<file path="config.mk">
export PLATFORM = sky130hd
export DESIGN_NAME = alu_issue_ctrl
export DESIGN_NICKNAME = d
export VERILOG_FILES = /design/src/rtl/alu_pkg.sv /design/src/rtl/alu_issue_fifo.sv /design/src/rtl/alu_issue_ctrl.sv
export SDC_FILE = /design/constraint.sdc
export NUM_CORES = 1
export LEC_CHECK = 0
export CORE_ASPECT_RATIO = 0.6
export CORE_MARGIN = 1
export CORE_UTILIZATION = 56
export CTS_CLUSTER_SIZE = 40
export DETAILED_ROUTE_END_ITERATION = 10
export PLACE_DENSITY_LB_ADDON = 0.2
export SLEW_MARGIN = 30
export SYNTH_ARGS = -nofsm -noshare
export SYNTH_HDL_FRONTEND = slang
export SYNTH_SLANG_ARGS = --single-unit
export TNS_END_PERCENT = 10
</file>
<file path="constraint.sdc">
create_clock -name clk -period 8 [get_ports clk]
set_input_delay 1.6 -clock clk [delete_from_list [all_inputs] [get_ports clk]]
set_output_delay 1.6 -clock clk [all_outputs]
set_load 0.01 [all_outputs]
</file>
<file path="src/rtl/alu_pkg.sv">
// Shared definitions for the ALU instruction issue path: instruction field
// positions, type-A function codes, issue FSM encoding and a legality helper.
package alu_pkg;

    localparam int INSTR_W = 16;

    // Instruction field positions: [15:12] opcode, [11:8] op1, [7:4] op2, [3:0] funct
    localparam int OPC_MSB   = 15;
    localparam int OPC_LSB   = 12;
    localparam int OP1_MSB   = 11;
    localparam int OP1_LSB   = 8;
    localparam int OP2_MSB   = 7;
    localparam int OP2_LSB   = 4;
    localparam int FUNCT_MSB = 3;
    localparam int FUNCT_LSB = 0;

    localparam logic [3:0] OP_TYPEA = 4'b0000;

    localparam logic [3:0] FN_ADD = 4'b1111;
    localparam logic [3:0] FN_SUB = 4'b1110;
    localparam logic [3:0] FN_AND = 4'b1101;
    localparam logic [3:0] FN_OR  = 4'b1100;
    localparam logic [3:0] FN_MUL = 4'b0001;
    localparam logic [3:0] FN_DIV = 4'b0010;
    localparam logic [3:0] FN_SLL = 4'b1010;
    localparam logic [3:0] FN_SRL = 4'b1011;
    localparam logic [3:0] FN_ROL = 4'b1000;
    localparam logic [3:0] FN_ROR = 4'b1001;

    typedef enum logic [1:0] {
        IDLE = 2'd0,
        WAIT = 2'd1,
        DONE = 2'd2
    } state_t;

    // Non-type-A opcodes are always legal; type-A words need a defined funct.
    function automatic logic is_legal(input logic [INSTR_W-1:0] instr);
        logic ok;
        if (instr[OPC_MSB:OPC_LSB] != OP_TYPEA) begin
            ok = 1'b1;
        end else begin
            case (instr[FUNCT_MSB:FUNCT_LSB])
                FN_ADD, FN_SUB, FN_AND, FN_OR,
                FN_MUL, FN_DIV, FN_SLL, FN_SRL,
                FN_ROL, FN_ROR: ok = 1'b1;
                default:        ok = 1'b0;
            endcase
        end
        return ok;
    endfunction

endpackage

</file>
<file path="src/rtl/alu_issue_fifo.sv">
// Synchronous instruction FIFO. Pointers carry one extra wrap bit so that
// full and empty are told apart by the MSB alone. A push while full is
// accepted when a pop happens on the same edge.
module alu_issue_fifo
    import alu_pkg::*;
#(
    parameter int DEPTH = 4
) (
    input  logic               clk,
    input  logic               rst,
    input  logic               push,
    input  logic               pop,
    input  logic [INSTR_W-1:0] wdata,
    output logic [INSTR_W-1:0] rdata,
    output logic               full,
    output logic               empty
);

    localparam int AW = $clog2(DEPTH);

    logic [INSTR_W-1:0] mem_r [DEPTH];
    logic [AW:0]        wptr_r;
    logic [AW:0]        rptr_r;
    logic               do_push_s;
    logic               do_pop_s;

    assign empty     = (wptr_r == rptr_r);
    assign full      = (wptr_r[AW] != rptr_r[AW]) && (wptr_r[AW-1:0] == rptr_r[AW-1:0]);
    assign do_pop_s  = pop && !empty;
    assign do_push_s = push && (!full || do_pop_s);
    assign rdata     = mem_r[rptr_r[AW-1:0]];

    // Storage array write; contents need no reset since empty guards reads.
    always_ff @(posedge clk) begin
        if (do_push_s) begin
            mem_r[wptr_r[AW-1:0]] <= wdata;
        end
    end

    // Read/write pointer advance, wrapping modulo 2*DEPTH.
    always_ff @(posedge clk) begin
        if (rst) begin
            wptr_r <= '0;
            rptr_r <= '0;
        end else begin
            if (do_push_s) begin
                wptr_r <= wptr_r + {{AW{1'b0}}, 1'b1};
            end
            if (do_pop_s) begin
                rptr_r <= rptr_r + {{AW{1'b0}}, 1'b1};
            end
        end
    end

endmodule

</file>
<file path="src/rtl/alu_issue_ctrl.sv">
// ALU instruction issuer: buffers words, drives one at a time to the ALU,
// holds it for the function's latency, then captures the result together
// with its instruction and offers it downstream over valid/ready.
module alu_issue_ctrl
    import alu_pkg::*;
#(
    parameter int DEPTH     = 4,
    parameter int BASIC_LAT = 1,
    parameter int MUL_LAT   = 4,
    parameter int DIV_LAT   = 8
) (
    input  logic               clk,
    input  logic               rst,
    input  logic               in_valid,
    output logic               in_ready,
    input  logic [INSTR_W-1:0] in_instr,
    output logic [INSTR_W-1:0] alu_instr,
    input  logic [INSTR_W-1:0] alu_result,
    output logic               res_valid,
    input  logic               res_ready,
    output logic [INSTR_W-1:0] res_data,
    output logic [INSTR_W-1:0] res_instr,
    output logic               busy,
    output logic               illegal
);

    localparam int MAX_LAT_0 = (BASIC_LAT > MUL_LAT) ? BASIC_LAT : MUL_LAT;
    localparam int MAX_LAT   = (MAX_LAT_0 > DIV_LAT) ? MAX_LAT_0 : DIV_LAT;
    localparam int CNT_W     = $clog2(MAX_LAT + 1);

    logic [INSTR_W-1:0] head_s;
    logic               full_s;
    logic               empty_s;
    logic               push_s;
    logic               pop_s;
    logic [CNT_W-1:0]   lat_s;

    state_t             state_r;
    logic [CNT_W-1:0]   cnt_r;
    logic [INSTR_W-1:0] alu_instr_r;
    logic [INSTR_W-1:0] res_data_r;
    logic [INSTR_W-1:0] res_instr_r;
    logic               res_valid_r;
    logic               illegal_r;

    // The FSM consumes the head only from IDLE; that pop frees a slot the
    // same cycle, so a full FIFO still accepts a word on a popping edge.
    assign pop_s    = (state_r == IDLE) && !empty_s;
    assign in_ready = !full_s || pop_s;
    assign push_s   = in_valid && in_ready;

    alu_issue_fifo #(
        .DEPTH (DEPTH)
    ) u_fifo (
        .clk   (clk),
        .rst   (rst),
        .push  (push_s),
        .pop   (pop_s),
        .wdata (in_instr),
        .rdata (head_s),
        .full  (full_s),
        .empty (empty_s)
    );

    // Hold latency of the head word, selected by its opcode and funct.
    always_comb begin
        lat_s = CNT_W'(BASIC_LAT);
        if (head_s[OPC_MSB:OPC_LSB] == OP_TYPEA) begin
            case (head_s[FUNCT_MSB:FUNCT_LSB])
                FN_MUL:  lat_s = CNT_W'(MUL_LAT);
                FN_DIV:  lat_s = CNT_W'(DIV_LAT);
                default: lat_s = CNT_W'(BASIC_LAT);
            endcase
        end else begin
            lat_s = CNT_W'(BASIC_LAT);
        end
    end

    // Issue FSM: pop/issue, count down the latency, then hold the result.
    always_ff @(posedge clk) begin
        if (rst) begin
            state_r     <= IDLE;
            cnt_r       <= '0;
            alu_instr_r <= 16'h0000;
            res_data_r  <= 16'h0000;
            res_instr_r <= 16'h0000;
            res_valid_r <= 1'b0;
            illegal_r   <= 1'b0;
        end else begin
            illegal_r <= 1'b0;
            case (state_r)
                IDLE: begin
                    if (!empty_s) begin
                        if (!is_legal(head_s)) begin
                            illegal_r <= 1'b1;
                        end else begin
                            alu_instr_r <= head_s;
                            cnt_r       <= lat_s;
                            state_r     <= WAIT;
                        end
                    end
                end
                WAIT: begin
                    if (cnt_r == CNT_W'(1)) begin
                        res_data_r  <= alu_result;
                        res_instr_r <= alu_instr_r;
                        res_valid_r <= 1'b1;
                        alu_instr_r <= 16'h0000;
                        state_r     <= DONE;
                    end else begin
                        cnt_r <= cnt_r - CNT_W'(1);
                    end
                end
                DONE: begin
                    if (res_ready) begin
                        res_valid_r <= 1'b0;
                        state_r     <= IDLE;
                    end
                end
                default: begin
                    state_r     <= IDLE;
                    alu_instr_r <= 16'h0000;
                    res_valid_r <= 1'b0;
                end
            endcase
        end
    end

    assign alu_instr = alu_instr_r;
    assign res_data  = res_data_r;
    assign res_instr = res_instr_r;
    assign res_valid = res_valid_r;
    assign illegal   = illegal_r;
    assign busy      = !empty_s || (state_r != IDLE);

endmodule
</file>
==> results of run 1 <==
## worst paths after layout
check	startpoint	endpoint	cells after the start
max reg2reg	flip-flop	alu_instr[12]	5
max	state_r[1]	busy	3
min	res_data[0]	res_data[0]	2
min reg2reg	res_data[0]	res_data[0]	2
## cell usage in the layout, fill, tap and decap left out, types with 9 or more instances in the layout
master	Yosys	final
a21oi_1	45	45
o21ai_0	10	10
nand2_1	71	70
dfxtp_1	64	63
edfxtp_1	64	64
clkdlybuf4s50_1	0	86
mux4_2	12	12
a22o_1	9	9
nor2_1	19	18
clkbuf_16	0	20
ha_1	9	9
## state kept, by name, indices dropped and copies added (netlist names), named ones only
name and count:
res_data 16, res_instr 16, u_fifo.rptr_r 3, illegal 1
cnt_r 4, state_r 2, res_valid 1, u_fifo.wptr_r 3
u_fifo.mem_r 64, alu_instr 16
## layer usage
metal	global-route usage (%)	part of all wire, %	vias up
li1	-	-	1587
met1	36.47	44	1663
met2	37.86	44	169
met3	8.939	9.3	23
met4	12.05	2.1	0
met5	0	0	-
## area by class of cell
class | instances | area (um^2) | share of cell area (%)
Inverter | 7 | 26.28 | 0.4056
Multi-Input combinational cell | 233 | 1612 | 24.87
Timing Repair Buffer | 90 | 888.4 | 13.71
Clock buffer | 30 | 598.1 | 9.231
Sequential cell | 128 | 3204 | 49.46
Clock inverter | 2 | 10.01 | 0.1545
Tap cell | 112 | 140.1 | 2.163
## worst min-delay path: cells and delay by family, from the launching register on
| kind | cells | cell delay [ps] |
|---|---|---|
| flip-flops | 1 | 300 |
| AND/OR/NAND/NOR | 1 | 50 |
| AO/OA/AOI/OAI | 1 | 50 |
## logic make-up (layout without fill, tap and decap cells)
kind of cell | count (synthesis) | count (layout) | share of synthesized area (%)
flip-flops | 128 | 128 | 64.60
AND/OR/NAND/NOR | 120 | 120 | 11.10
AO/OA/AOI/OAI | 77 | 77 | 9.488
buffers and inverters | 27 | 129 | 3.003
multiplexers | 17 | 17 | 7.772
XOR/XNOR | 10 | 10 | 1.766
adder cells (fa/ha/maj) | 9 | 9 | 2.271
## per-stage QoR
| step | utilization, % | hold slack [ps] | area (um^2) |
|---|---|---|---|
| global route | 75.72 | 473.7 | 6479 |
| floorplan | - | 462.5 | 4959 |
| finish | 75.72 | 451.4 | 6479 |
| global placement | 68.57 | 440.3 | 5867 |
| detailed placement | 68.60 | 447.6 | 5869 |
| CTS | 75.71 | 455.2 | 6477 |
## report_power, final
| part | total, mW | internal (mW) | switching, mW |
|---|---|---|---|
| Clock | 0.763 | 0.502 | 0.261 |
| Sequential | 0.865 | 0.775 | 0.0898 |
| Combinational | 0.547 | 0.262 | 0.286 |
| Total | 2.18 | 1.54 | 0.637 |
==> key figures, run 1 <==
Outcome
  • Outcome: finished clean

Detailed routing
  • Final ANT Viol Nets: 0
  • Drt initial violations: 227
  • Vias: 3442
  • Avg WL per Cell: 18.86 um
  • Vias/cell: 5.718
  • Routed Wire Length: 11350 um
  • Drt first pass iters: 5
  • Residual DRC count: 0

Floorplan
  • Core area: 8556 um^2
  • DIE AREA: 9247 um^2
  • Initial core utilization: 57.96%
  • Die width: 123.5 um
  • Chip height: 74.89 um
  • Row count: 26
  • Ports: 88

Logic synthesis
  • Distinct cells, synth: 46
  • Syn_area_per_cell: 12.78 um^2
  • Cells after Synth: 388
  • Seq/Total Area, Yosys: 64.60%
  • Area share of the largest cell type after synthesis: 38.76%
  • Syn_nets: 433
  • Cell Area, Synth: 4959 um^2
  • Dominant cell type by area after synthesis: edfxtp_1
  • Synth area leaders: edfxtp_1 39%, dfxtp_1 26%, mux4_2 5.5%
  • Synth top cells by count: 71 x nand2_1, 64 x dfxtp_1, 64 x edfxtp_1
  • Main synth FF type: edfxtp_1
  • Syn. warnings: 0
  • Post-synth ARST share: 0%
  • Number of enable flip-flop cells after synthesis: 64
  • Flops & latches, synth: 128
  • Most frequent cell after synthesis: nand2_1

Placed design
  • Detailed Place HPWL: 7590 um
  • Placed instance count: 570
  • Routability cong.: 0.8201
  • Port buffer count: 87
  • Dpl ws: 4281 ps

Timing
  • Slew @ Worst Pin: 931.7 ps
  • TNS Setup: 0 ps
  • Final min period: 3654 ps
  • Rel. slew slack: 37.60%
  • Max Slew Vio Count: 0
  • Final setup margin: 4346 ps
  • Maximum clock frequency: 0.2737 GHz
  • Final-report hold violation count: 0
  • RSZ-0062 raised after global routing: false
  • # setup viols final: 0
  • Worst Clk Skew: 9.766 ps
  • Period utilization: 45.67%

Clocking
  • Post-CTS resize count: 0
  • Clock transition at path regs: 60 ps
  • Hold buffers post-CTS: 0
  • CTS tree: yes
  • CTS buffer count: 17
  • CTS max path bufs: 2
  • CTS sink cnt: 128
  • Root Driver: clkbuf_16
  • Clock Latency Late Sink: 410 ps
  • Post-CTS setup buffers: 0
  • H-tree depth: 4

Layout
  • Antenna Cells: 0
  • Nets: 522
  • Area Growth Syn to Fin: 30.66%
  • Fraction of layout cells with a size suffix above 1: 11.84%
  • Non-filler cells, final: 602
  • Fillers: 533

Setup path
  • Critical path class: flip-flop to output port
  • CP Cell Sequence: nor2_1 > nand4_1 > clkdlybuf4s50_1
  • Critical Path Sink Type: output port
  • Max incr delay on CP: 540 ps
  • Data required, critical path: 6400 ps
  • Crit path buffers/inverters: 1
  • Slowest-stage cell, CP: clkdlybuf4s50_1
  • R2r setup slk: 4940 ps
  • Delay-heaviest family, CP: simple AND/OR/NAND/NOR gates
  • CP Launch Type: flip-flop
  • Crit-path max FO: 10
  • Arr. time, crit path: 2050 ps

Global routing
  • Initial antenna violation count: 0
  • Vias in the first global route: 3192
  • First-pass GRT wire length: 17150 um
  • All-layer global routing usage: 26.30%
  • Pin count of the biggest net entering global routing: 57
  • Total grt overflow: 0

Run
  • Max_cap viols: 0

Pwr
  • PwrDens: 335.8 nW/um^2
  • Maximum vdd drop: 0.0002587 V
  • P_leak: 2.239 nW
  • Tot Pwr: 2.175 mW

Hold path
  • Worst Hold Class: flip-flop to flip-flop
(Power assumes the default switching activity.)
==> inputs of run 2 (changes only) <==
--- a/config.mk
+++ b/config.mk
@@ -7,7 +7,7 @@
 export LEC_CHECK = 0
 export CORE_ASPECT_RATIO = 0.6
 export CORE_MARGIN = 1
-export CORE_UTILIZATION = 56
+export CORE_UTILIZATION = 52
 export CTS_CLUSTER_SIZE = 40
 export DETAILED_ROUTE_END_ITERATION = 10
 export PLACE_DENSITY_LB_ADDON = 0.2
==> constraint.sdc (replaced) <==
create_clock -name clk -period 3.6 [get_ports clk]
set_input_delay 0.72 -clock clk [delete_from_list [all_inputs] [get_ports clk]]
set_output_delay 0.72 -clock clk [all_outputs]
set_load 0.01 [all_outputs]
==> key figures, run 2 (synthesized netlist as in run 1, its figures left out) <==
Timing
  • Final min period: 2989 ps
  • Max Slew Vio Count: 0 (unchanged)
  • Period utilization: 83.02%
  • Rel. slew slack: 45.25% (+7.7 points)
  • RSZ-0062 raised after global routing: false
  • Maximum clock frequency: 0.3346 GHz
  • Slew @ Worst Pin: 813.7 ps (-118.0 ps)
  • Worst hold margin: 451.1 ps (-0.2350 ps)
  • Final setup margin: 611.4 ps (-3735 ps)
  • TNS Setup: 0 ps (unchanged)
  • Final-report hold violation count: 0 (unchanged)
  • Worst Clk Skew: 7.725 ps (-2.041 ps)
  • # setup viols final: 0 (unchanged)

Layout
  • Area Growth Syn to Fin: 32.53%
  • Nets: 530 (+1.5%)
  • Max reg flops: 64 (unchanged)
  • Fillers: 658 (+23%)
  • Multi-input gate area in the final layout: 1609 um^2 (-0.16%)
  • FF/Latch Area: 3203 um^2 (about the same)
  • Antenna Cells: 0 (unchanged)
  • Most common cell after layout, fill and taps aside: clkdlybuf4s50_1
  • Commonest cells after routing, fill and taps aside: 86 x clkdlybuf4s50_1, 71 x nand2_1, 64 x dfxtp_1, 64 x edfxtp_1, 45 x a21oi_1
  • Core Util, Final: 71.25% (-4.5 points)
  • Fraction of layout cells with a size suffix above 1: 12.85% (+1.0 points)

Clocking
  • Hold buffers post-CTS: 0 (unchanged)
  • CTS sink cnt: 128 (unchanged)
  • CTS max path bufs: 2 (unchanged)
  • Root Driver: clkbuf_16
  • Post-CTS resize count: 0 (unchanged)
  • CTS tree: yes
  • Clock transition at path regs: 50 ps (about the same)
  • CTS buffer count: 17 (unchanged)
  • Clock Latency Late Sink: 410 ps (about the same)
  • Post-CTS setup buffers: 0 (unchanged)
  • H-tree depth: 4 (unchanged)

Run
  • Max_cap viols: 0 (unchanged)

Setup path
  • Critical path class: flip-flop to flip-flop
  • Crit-path max FO: 9 (-1)
  • Arr. time, crit path: 3340 ps (+1290 ps)
  • Worst r2r path cells: 7 (+2)
  • Data required, critical path: 3950 ps (-2450 ps)
  • CP Launch Type: flip-flop
  • Critical Path Sink Type: flip-flop

Detailed routing
  • Max Used Layer: met4
  • Drt first pass iters: 4 (-1)
  • Routed length on met1: 5049 um (+0.32%)
  • Avg WL per Cell: 16.78 um (-11%)
  • Vias: 3352 (-2.6%)
  • Residual DRC count: 0 (unchanged)
  • Wire length on met3: 469 um (-56%)
  • Vias/cell: 5.338 (-6.6%)
  • Met2 wire len: 4893 um (-2.6%)
  • Final ANT Viol Nets: 0 (unchanged)
  • Drt initial violations: 262 (+15%)
  • Routed Wire Length: 10540 um (-7.2%)

Floorplan
  • Chip height: 77.64 um (+3.7%)
  • Die width: 128.1 um (+3.7%)
  • DIE AREA: 9943 um^2 (+7.5%)
  • Initial core utilization: 53.76% (-4.2 points)
  • Core area: 9223 um^2 (+7.8%)
  • Row count: 27 (+3.8%)
  • Ports: 88 (unchanged)

Hold path
  • Worst Hold Class: flip-flop to flip-flop
  • Hold depth: 2 (unchanged)

Placed design
  • Port buffer count: 87 (unchanged)
  • Detailed Place HPWL: 7165 um (-5.6%)
  • Dpl ws: 643.1 ps (-3638 ps)
  • Routability cong.: 0.7875 (-4.0%)

Outcome
  • Outcome: finished clean

Pwr
  • P_leak: 2.274 nW (+1.6%)
  • Maximum vdd drop: 0.0004538 V (+75%)
  • PwrDens: 745.5 nW/um^2 (+120%)
  • Tot Pwr: 4.899 mW (+130%)

Global routing
  • Pin count of the biggest net entering global routing: 56 (-1.8%)
  • Initial antenna violation count: 0 (unchanged)
  • All-layer global routing usage: 22.96% (-3.3 points)
  • Vias in the first global route: 3192 (unchanged)
  • Total grt overflow: 0 (unchanged)
  • First-pass GRT wire length: 16800 um (-2.0%)
[run 2: cell count changes in the layout (fill, tap and decap cells not counted), sizes merged]
cell | before | now
clkbuf | 30 | 21
clkinvlp | 0 | 2
buf | 4 | 12
clkinv | 2 | 5
bufinv | 0 | 4
[run 2: layout make-up]
type	instances	area share [%]
inverters	7	0.3998
multi-input cells	233	24.49
clock buffers	21	7.007
flip-flops and latches	128	48.74
clock inverters	11	2.456
repair buffers	98	14.43
well taps	130	2.475
[run 2: final timing paths]
check	from	to	slack (ps)
hold reg to reg	res_instr[4]	res_instr[4]	450
hold / removal	res_instr[4]	res_instr[4]	450
setup / recovery	flip-flop	alu_instr[2]	610
setup reg to reg	flip-flop	alu_instr[2]	610
[run 2: critical path: stages (launching register included)]
cell	delay [ps]
dfxtp_1	500
buf_4	260
mux4_2	570
ha_1	300
nor2_1	80
or4_1	680
a21oi_4	360
a22o_1	200
[run 2: power by group]
| part | switching [mW] | total [mW] | internal [mW] | leakage, nW |
|---|---|---|---|---|
| clock | 0.593 | 1.78 | 1.19 | 0.298 |
| combinational | 0.620 | 1.23 | 0.607 | 0.868 |
| sequential | 0.170 | 1.89 | 1.72 | 1.11 |
[run 2: routing by layer]
layer  vias to the layer above  global-route usage, %
li1                       1605                      -
met1                      1639                  32.16
met2                        96                  34.89
met3                        12                  5.655
met4                         0                  8.353
met5                         -                      0
[run 2: per-stage QoR]
step                cell area, um^2  instances
floorplan                      4959        388
global route                   6571        628
detailed placement             5949        596
finish                         6571        628
global placement               5949        596
CTS                            6571        628
==> inputs of run 3 (changes only) <==
--- a/config.mk
+++ b/config.mk
@@ -7,7 +7,7 @@
 export LEC_CHECK = 0
 export CORE_ASPECT_RATIO = 0.6
 export CORE_MARGIN = 1
-export CORE_UTILIZATION = 52
+export CORE_UTILIZATION = 47
 export CTS_CLUSTER_SIZE = 40
 export DETAILED_ROUTE_END_ITERATION = 10
 export PLACE_DENSITY_LB_ADDON = 0.2
==> constraint.sdc (replaced) <==
create_clock -name clk -period 2.6 [get_ports clk]
set_input_delay 0.52 -clock clk [delete_from_list [all_inputs] [get_ports clk]]
set_output_delay 0.52 -clock clk [all_outputs]
set_load 0.01 [all_outputs]
==> key figures, run 3 (synthesized netlist as in run 1, its figures left out) <==
Setup path
  • Arr. time, crit path: 2870 ps (-470 ps)
  • Crit-path max FO: 14 (+5)
  • Data required, critical path: 2940 ps (-1010 ps)
  • R2r setup slk: 70 ps (-540 ps)
  • CP Cell Sequence: buf_12 > mux4_2 > or3_4 > or4_4 > a21oi_4 > a22o_1
  • R2R Path End: alu_instr[11]
  • Worst r2r path cells: 6 (-1)
  • Slowest-stage cell, CP: or4_4
  • CP Launch Type: flip-flop
  • Critical Path Sink Type: flip-flop
  • Max incr delay on CP: 550 ps (-130 ps)
  • Critical path class: flip-flop to flip-flop

Global routing
  • Vias in the first global route: 3190 (-0.063%)
  • Pin count of the biggest net entering global routing: 33 (-41%)
  • All-layer global routing usage: 21.24% (-1.7 points)
  • Initial antenna violation count: 0 (unchanged)
  • First-pass GRT wire length: 16950 um (+0.86%)
  • Total grt overflow: 0 (unchanged)

Placed design
  • Port buffer count: 87 (unchanged)
  • Routability cong.: 0.8338 (+5.9%)
  • Detailed Place HPWL: 7264 um (+1.4%)
  • Placed instance count: 608 (+2.0%)

Detailed routing
  • Routed Wire Length: 10820 um (+2.6%)
  • Drt initial violations: 204 (-22%)
  • Vias/cell: 5.302 (-0.67%)
  • Residual DRC count: 0 (unchanged)
  • Avg WL per Cell: 16.90 um (+0.72%)
  • Drt first pass iters: 4 (unchanged)
  • Final ANT Viol Nets: 0 (unchanged)
  • Vias: 3393 (+1.2%)

Outcome
  • Outcome: finished clean

Floorplan
  • DIE AREA: 10980 um^2 (+10%)
  • Initial core utilization: 49.32% (-4.4 points)
  • Row count: 28 (+3.7%)
  • Core area: 10050 um^2 (+9.0%)
  • Chip height: 81.56 um (+5.0%)
  • Ports: 88 (unchanged)
  • Die width: 134.6 um (+5.1%)

Timing
  • Period utilization: 97.31% (+14 points)
  • RSZ-0062 raised after global routing: true
  • Maximum clock frequency: 0.3953 GHz (+18%)
  • Worst Clk Skew: 12.60 ps (+4.875 ps)
  • Final-report hold violation count: 0 (unchanged)
  • Rel. slew slack: 55.52% (+10 points)
  • Slew @ Worst Pin: 665.7 ps (-148.0 ps)
  • # setup viols final: 0 (unchanged)
  • Max Slew Vio Count: 0 (unchanged)
  • Final min period: 2530 ps (-458.6 ps)
  • TNS Setup: 0 ps (unchanged)
  • Worst hold margin: 435.3 ps (-15.86 ps)

Clocking
  • Post-CTS setup buffers: 0 (unchanged)
  • CTS max path bufs: 2 (unchanged)
  • Clock transition at path regs: 50 ps (about the same)
  • CTS tree: yes
  • CTS buffer count: 17 (unchanged)
  • CTS sink cnt: 128 (unchanged)
  • Hold buffers post-CTS: 0 (unchanged)
  • Root Driver: clkbuf_16
  • H-tree depth: 4 (unchanged)
  • Clock Latency Late Sink: 410 ps (about the same)

Hold path
  • Hold Startpoint: rst
  • Worst Hold Class: input port to flip-flop
  • Hold depth: 2 (unchanged)
  • Worst Hold Path EP: res_valid

Run
  • Max_cap viols: 0 (unchanged)

Pwr
  • Maximum vdd drop: 0.0006574 V (+45%)
  • P_leak: 2.317 nW (+1.9%)
  • PwrDens: 1018 nW/um^2 (+37%)

Layout
  • Antenna Cells: 0 (unchanged)
  • Non-filler cells, final: 640 (+1.9%)
  • Area Growth Syn to Fin: 35.15%
  • Nets: 538 (+1.5%)
  • Most common cell after layout, fill and taps aside: clkdlybuf4s50_1
  • Commonest cells after routing, fill and taps aside: 86 x clkdlybuf4s50_1, 71 x nand2_1, 64 x dfxtp_1, 64 x edfxtp_1, 45 x a21oi_1
  • Core Util, Final: 66.65% (-4.6 points)
  • Max reg flops: 64 (unchanged)
  • Fraction of layout cells with a size suffix above 1: 14.85% (+2.0 points)
[run 3: changes by cell type in the layout (fill, tap and decap cells not counted), moves of 2 or more]
cell / change
buf_12: +6
clkinv_1: +2
clkbuf_1: -2
clkbuf_8: -2
[run 3: how the worst max path moves through the flow]
stage / from / end / slack, ps / depth (start not counted)
finish: flip-flop / alu_instr[11] / 70 / 6
global route: flip-flop / cnt_r[1] / -10 / 8
CTS: flip-flop / cnt_r[1] / 6 / 8
detailed placement: flip-flop / alu_instr[1] / -20 / 6
global placement: flip-flop / alu_instr[2] / 40 / 6
floorplan: flip-flop / alu_instr[0] / 50 / 9
[run 3: what timing repair did]
action                     in CTS  in global routing
pin swaps                       1                  1
resized for setup               2                  4
gates cloned                    1                  0
setup endpoints to repair       9                 13
[run 3: worst max-delay path: cells and delay by family (launching register included)]
kind	cells	cell delay, ps
DFF	1	360
muxes	1	520
AOI/OAI and AO/OA	2	420
and+or+nand+nor	2	980
buffers and inverters	1	180
[run 3: cell type report]
| cell class | instances | area, um^2 |
|---|---|---|
| fill | 697 | 3353 |
| sequential | 128 | 3203 |
| multi-input combinational | 234 | 1629 |
| timing repair buffer | 105 | 1076 |
| clock buffer | 17 | 425.4 |
| clock inverter | 14 | 172.7 |
| tap | 135 | 168.9 |
| inverter | 7 | 26.28 |
[run 3: metrics by stage]
| stage | power, mW | setup slack [ps] | cell area, um^2 |
|---|---|---|---|
| after floorplan | 3.662 | 50.36 | 4959 |
| after global placement | 4.369 | 42.73 | 6083 |
| after detailed placement | 4.409 | -16.49 | 6083 |
| after CTS | 6.835 | 5.917 | 6694 |
| after global routing | 7.149 | -13.46 | 6701 |
| final | 6.823 | 70.00 | 6701 |
[run 3: routing by layer]
layer | global-route usage [%] | routed length [um] | part of all wire, % | vias up
li1 | - | - | - | 1620
met1 | 28.59 | 5202 | 48 | 1671
met2 | 33.11 | 4981 | 46 | 98
met3 | 7.099 | 569 | 5.3 | 4
met4 | 5.955 | 61 | 0.56 | 0
met5 | 0 | 0 | 0 | -
[run 3: report_power, final]
part | internal [mW] | total, mW | switching, mW
logic | 0.915 | 1.82 | 0.910
registers | 2.38 | 2.60 | 0.216
clock network | 1.58 | 2.40 | 0.825
